## config.mk

```make
export PLATFORM = sky130hd
export DESIGN_NAME = ym3438_op_reg_file
export DESIGN_NICKNAME = d
export VERILOG_FILES = /design/src/rtl/ym3438_op_reg_file.sv
export SDC_FILE = /design/constraint.sdc
export NUM_CORES = 1
export LEC_CHECK = 0
export ABC_CLOCK_PERIOD_IN_PS = 4800
export BUFFER_PORTS_ARGS = -buffer_cell sky130_fd_sc_hd__buf_2
export CAP_MARGIN = 10
export CORE_MARGIN = 5
export CORE_UTILIZATION = 60
export DETAILED_ROUTE_END_ITERATION = 6
export GPL_ROUTABILITY_DRIVEN = 0
export PLACE_DENSITY = 0.77
export SYNTH_ARGS = -nofsm -noshare
export SYNTH_HDL_FRONTEND = slang
export SYNTH_SLANG_ARGS = --single-unit
```

## constraint.sdc

```tcl
create_clock -name MCLK -period 4.8 [get_ports MCLK]
set_input_delay 0.72 -clock MCLK [delete_from_list [all_inputs] [get_ports MCLK]]
set_output_delay 0.72 -clock MCLK [all_outputs]
set_load 0.03 [all_outputs]
```

## src/rtl/ym3438_op_reg_file.sv

```systemverilog
// Per-operator register file: host address/data decode, pending write,
// slot-synchronous commit with write-through, and slot-ordered readout.
module ym3438_op_reg_file #(
  parameter int          DATA_WIDTH  = 8,
  parameter int          BANKS       = 2,
  parameter int          CH_PER_BANK = 3,
  parameter int          OPS         = 4,
  parameter logic [3:0]  REG_BASE    = 4'h3,
  parameter int          SLOTS       = BANKS * CH_PER_BANK * OPS,
  parameter int          SW          = (SLOTS > 1) ? $clog2(SLOTS) : 1
) (
  input  logic                  MCLK,
  input  logic                  nIC,
  input  logic                  clk_en,
  input  logic                  sync_in,
  input  logic [7:0]            data,
  input  logic                  bank_sel,
  input  logic                  write_addr_en,
  input  logic                  write_data_en,
  output logic                  busy,
  output logic                  write_done,
  output logic [SW-1:0]         slot_idx,
  output logic [DATA_WIDTH-1:0] slot_data,
  output logic                  frame_start
);

  localparam logic [SW-1:0] LAST = SW'(SLOTS - 1);

  logic [DATA_WIDTH-1:0] r_mem [SLOTS];
  logic [SW-1:0]         r_slot;
  logic [DATA_WIDTH-1:0] r_slot_data;
  logic                  r_busy;
  logic                  r_done;
  logic                  r_valid;
  logic [8:0]            r_addr;
  logic [DATA_WIDTH-1:0] r_pend_data;
  logic [SW-1:0]         r_pend_slot;

  logic                  w_legal;
  logic [SW-1:0]         w_tgt;
  logic [SW-1:0]         w_next;
  logic                  w_commit;

  // Latched address fields: [1:0]=channel, [3:2]=operator, [8]=bank
  always_comb begin
    w_legal = r_valid
           && (r_addr[7:4] == REG_BASE)
           && (int'(r_addr[1:0]) < CH_PER_BANK)
           && (int'(r_addr[3:2]) < OPS)
           && (int'(r_addr[8]) < BANKS);
    w_tgt = SW'(int'(r_addr[3:2]) * CH_PER_BANK * BANKS
              + int'(r_addr[8]) * CH_PER_BANK
              + int'(r_addr[1:0]));
  end

  always_comb begin
    w_next = (sync_in || (r_slot == LAST)) ? '0 : r_slot + 1'b1;
    w_commit = clk_en && r_busy && (w_next == r_pend_slot);
  end

  always_ff @(posedge MCLK) begin
    if (nIC) begin
      for (int i = 0; i < SLOTS; i++) r_mem[i] <= '0;
      r_slot      <= '0;
      r_slot_data <= '0;
      r_busy      <= 1'b0;
      r_done      <= 1'b0;
      r_valid     <= 1'b0;
      r_addr      <= '0;
      r_pend_data <= '0;
      r_pend_slot <= '0;
    end else begin
      if (clk_en) begin
        r_slot      <= w_next;
        r_slot_data <= w_commit ? r_pend_data : r_mem[w_next];
        if (w_commit) r_mem[w_next] <= r_pend_data;
      end
      r_done <= w_commit;
      // Address write cancels any pending write; a new data write re-arms
      if (write_addr_en) begin
        r_valid <= |data[7:4];
        r_addr  <= {bank_sel, data};
        r_busy  <= 1'b0;
      end else if (write_data_en && w_legal) begin
        r_pend_data <= data[DATA_WIDTH-1:0];
        r_pend_slot <= w_tgt;
        r_busy      <= 1'b1;
      end else if (w_commit) begin
        r_busy <= 1'b0;
      end
    end
  end

  assign busy        = r_busy;
  assign write_done  = r_done;
  assign slot_idx    = r_slot;
  assign slot_data   = r_slot_data;
  assign frame_start = (r_slot == '0);

endmodule

```

==> metrics.cfg <==
[clock_tree]
cts_tree=done
cts_root_buf=sky130_fd_sc_hd__clkbuf_16
insertion_delay_ps=560
cts_inserted_buffers=30
clockBufferDepth=3
cts.repair.resized=0
cts.repair_timing.setup_buffer_count=0
cts-hold-fix-buffers=0
clock_tree.htree_level_count=1
clkSlewWorstSetupHoldPaths_ps=70
clock_sink_count=294

[routing]
route.vias.total=10018
drtAntennaViolNets=0
drt_iter0_markers=1335
vias_per_cell=6.52
post-route-drc-count=0
final_wirelength_um=38700
first_pass_detailed_route_iteration_total=6
avgRoutedWirePerCell_um=25.2

[sta]
period_share_pct=83.7
fin_crit_ps=4020
fin_ws_ps=783
maxSlewViolCount=0
tightest_slew_ps=1050
timing.final.setup_violations=0
final.hold.worst_slack_ps=393
worst_clock_skew_on_the_final_layout_ps=22.2
maxClockFrequency_mhz=249
rsz0062_at_grt=false
max_slew_margin_pct=29.4
sum_neg_setup_slack_ps=0
timing_hold_violations_final=0

[logic_synthesis]
syn_area_per_cell_um2=12.2
number_of_enable_type_register_cells_in_the_synthesized_netlist=256
synth_cells=1173
synth_cell_type_count=74
yosysSeqAreaShare_pct=59.0
mappedNetlistArea_um2=14300
yosys_most_used_dff=sky130_fd_sc_hd__edfxtp_1
synthesis.nets=1197
async_flop_share_pct=0
synthesis_stage_register_bit_count=294
synth_warnings=0

[critical_path]
regToRegEndpoint=r_mem[15][6]
crit_path_start_kind=flip-flop
timing.critical_path.to_type=flip-flop
timing_worst_setup_path_type=reg2reg
reg2reg_depth=8
worst-r2r-setup-slack_ps=780
critPathRequiredTime_ps=4980
crit_arrival_ps=4190
crit_fanout=14
rr_startpoint=slot_idx[1]

[layout]
nets=1216
areaGrowthSynthToFinish_pct=11.3
final_layout_size_suffix_gt1_share_pct=17.1
multi_input_logic_area_um2=5390
final.fill_count=1667
ff_latch_area_um2=8460

[floorplanning]
floorplan.io_pins=31
die_area_um2=27100
standard_cell_core_area_um2=23500
effective_utilization_at_floorplan_pct=61.0
row_count=56
die_x_um=164
dieHeight_um=164

[power]
power_switching_share_pct=22.3
pwr-share-seq_pct=50.4
p_comb_share_pct=6.7
clkPwrFrac_pct=42.8
p_switching_mw=1.27
power.density_nw_per_um2=357
power.static_leakage_nw=5.56
max-vdd-ir-drop_mv=0.305
cellInternalPower_mw=4.42

[min_path]
timing.hold.worst.class=in2reg
worst_hold_path.num_cells=3
hold_start=bank_sel
min_to=r_addr[8]

[placed_design]
place.detailed.hpwl_um=24500
port-buffer-count=30
place_worst_setup_slack_ps=815

[grt]
largest_net_degree_at_the_start_of_global_routing=52
grt_util_met1_pct=39.4
grt.met2_usage_pct=45.1
grt_antenna_before_repair=0
grt_first_pass_wirelength_um=58000
busiest_layer=met2
number_of_global_route_vias_before_repair=9758
met3_usage_pct=6.44
overall_fraction_of_global_route_tracks_in_use_pct=28.8
grt.overflow.total=0

[run]
max-cap-violations=0

[outcome]
outcome=complete, no violations

registers in the layout, summed over array words and instances (netlist names):
name,cells
r_addr,9
busy,1
slot_idx,5
r_mem,256
r_pend_data,8
r_pend_slot,5
slot_data,8
r_valid,1
write_done,1
per-layer routing:
layer	vias up	share of wire [%]
li1	4440	-
met1	4774	37
met2	680	46
met3	124	13
met4	0	4.3
met5	-	0
per-stage QoR:
step | util, % | instance area [um^2] | total power [mW] | instances
5_1_grt | 67.9 | 15900 | 5.86 | 1535
3_3_place_gp | 63.4 | 14900 | 3.29 | 1479
4_1_cts | 67.9 | 15900 | 5.70 | 1535
2_1_floorplan | - | 14300 | 3.16 | 1173
6_report | 67.9 | 15900 | 5.70 | 1536
3_5_place_dp | 63.4 | 14900 | 3.30 | 1479
layout by cell type, fill, tap and decap left out, types with 5 or more instances in the layout:
| cell | instances |
|---|---|
| sky130_fd_sc_hd__clkinv_2 | 7 |
| sky130_fd_sc_hd__mux2i_1 | 63 |
| sky130_fd_sc_hd__nor3_4 | 12 |
| sky130_fd_sc_hd__o21ai_0 | 28 |
| sky130_fd_sc_hd__o221ai_1 | 12 |
| sky130_fd_sc_hd__nor2b_1 | 12 |
| sky130_fd_sc_hd__nand2b_1 | 20 |
| sky130_fd_sc_hd__a2111oi_0 | 8 |
| sky130_fd_sc_hd__dfxtp_2 | 7 |
| sky130_fd_sc_hd__o32ai_1 | 5 |
| sky130_fd_sc_hd__nand3_1 | 18 |
| sky130_fd_sc_hd__nor3_1 | 20 |
| sky130_fd_sc_hd__dfxtp_1 | 31 |
| sky130_fd_sc_hd__o22ai_1 | 38 |
| sky130_fd_sc_hd__and2_1 | 175 |
| sky130_fd_sc_hd__buf_2 | 30 |
| sky130_fd_sc_hd__a221oi_1 | 13 |
| sky130_fd_sc_hd__nor4_1 | 11 |
| sky130_fd_sc_hd__nor4_4 | 6 |
| sky130_fd_sc_hd__buf_4 | 49 |
| sky130_fd_sc_hd__or2_1 | 5 |
| sky130_fd_sc_hd__ha_1 | 6 |
| sky130_fd_sc_hd__a21oi_1 | 38 |
| sky130_fd_sc_hd__inv_1 | 29 |
| sky130_fd_sc_hd__o2111ai_1 | 17 |
| sky130_fd_sc_hd__nor3_2 | 14 |
| sky130_fd_sc_hd__nor4_2 | 6 |
| sky130_fd_sc_hd__clkbuf_16 | 31 |
| sky130_fd_sc_hd__edfxtp_1 | 256 |
| sky130_fd_sc_hd__a211oi_1 | 14 |
| sky130_fd_sc_hd__xnor2_1 | 6 |
| sky130_fd_sc_hd__mux2_2 | 17 |
| sky130_fd_sc_hd__nor2_1 | 95 |
| sky130_fd_sc_hd__nand2_1 | 16 |
synth_stat cells (13+ instances only):
master	instances	area share (%)
sky130_fd_sc_hd__o21ai_0	28	0.98
sky130_fd_sc_hd__buf_1	20	0.52
sky130_fd_sc_hd__mux2i_1	63	4.4
sky130_fd_sc_hd__inv_1	29	0.76
sky130_fd_sc_hd__nor3_1	21	0.73
sky130_fd_sc_hd__dfxtp_1	38	5.3
sky130_fd_sc_hd__nor3_2	13	0.91
sky130_fd_sc_hd__edfxtp_1	256	54
sky130_fd_sc_hd__o22ai_1	38	1.7
sky130_fd_sc_hd__nor2_1	96	2.5
sky130_fd_sc_hd__and2_1	175	7.6
sky130_fd_sc_hd__nand2b_1	20	0.87
sky130_fd_sc_hd__a211oi_1	14	0.73
sky130_fd_sc_hd__nand3_1	18	0.63
sky130_fd_sc_hd__a221oi_1	13	0.80
sky130_fd_sc_hd__buf_2	14	0.49
sky130_fd_sc_hd__clkbuf_1	54	1.4
sky130_fd_sc_hd__o2111ai_1	17	1.0
sky130_fd_sc_hd__mux2_2	17	1.3
sky130_fd_sc_hd__a21oi_1	38	1.3
sky130_fd_sc_hd__nand2_1	16	0.42
how the worst max path moves through the flow:
| stage | slack [ps] | to | startpoint |
|---|---|---|---|
| CTS | 800 | r_mem[15][6] | slot_idx[1] |
| global placement | 900 | r_mem[15][1] | slot_idx[1] |
| global route | 630 | r_mem[15][6] | slot_idx[2] |
| finish | 780 | r_mem[15][6] | slot_idx[1] |
| floorplan | 960 | r_mem[10][0] | slot_idx[0] |
| detailed placement | 810 | r_mem[3][6] | slot_idx[1] |
worst max-delay path, stage by stage (launching register included):
cell and delay, ps:
sky130_fd_sc_hd__dfxtp_1 450, sky130_fd_sc_hd__ha_1 490, sky130_fd_sc_hd__xnor2_1 240, sky130_fd_sc_hd__nor2_1 90
sky130_fd_sc_hd__xor2_1 150, sky130_fd_sc_hd__or4_4 560, sky130_fd_sc_hd__or4_4 670, sky130_fd_sc_hd__or2_4 430
sky130_fd_sc_hd__o21ai_1 560
cell families (layout without fill, tap and decap cells):
| group | after synthesis | after routing | share of synthesized area (%) |
|---|---|---|---|
| fa+ha+maj | 9 | 9 | 0.891 |
| simple gates | 442 | 442 | 19.6 |
| compound gates | 217 | 217 | 10.7 |
| other cells | 0 | 1 | 0 |
| xor+xnor | 9 | 9 | 0.550 |
| buf+inv | 122 | 165 | 3.58 |
| mux | 80 | 80 | 5.74 |
| flops | 294 | 294 | 59.0 |
power groups by stage:
stage | clock network (mW) | registers, mW | logic, mW
finish | 2.44 | 2.87 | 0.384
global route | 2.58 | 2.87 | 0.404
CTS | 2.45 | 2.87 | 0.375
detailed placement | 0 | 2.92 | 0.372
global placement | 0 | 2.92 | 0.367
floorplan | 0 | 2.92 | 0.238
area by class of cell:
type                            instances  area share (%)
Antenna cell                            1          0.0157
Clock buffer                           38            5.28
Clock inverter                         18            1.30
Inverter                               29           0.683
Multi-Input combinational cell        757            33.8
Sequential cell                       294            53.0
Tap cell                              319            2.50
Timing Repair Buffer                   80            3.37
(Power assumes the default switching activity.)
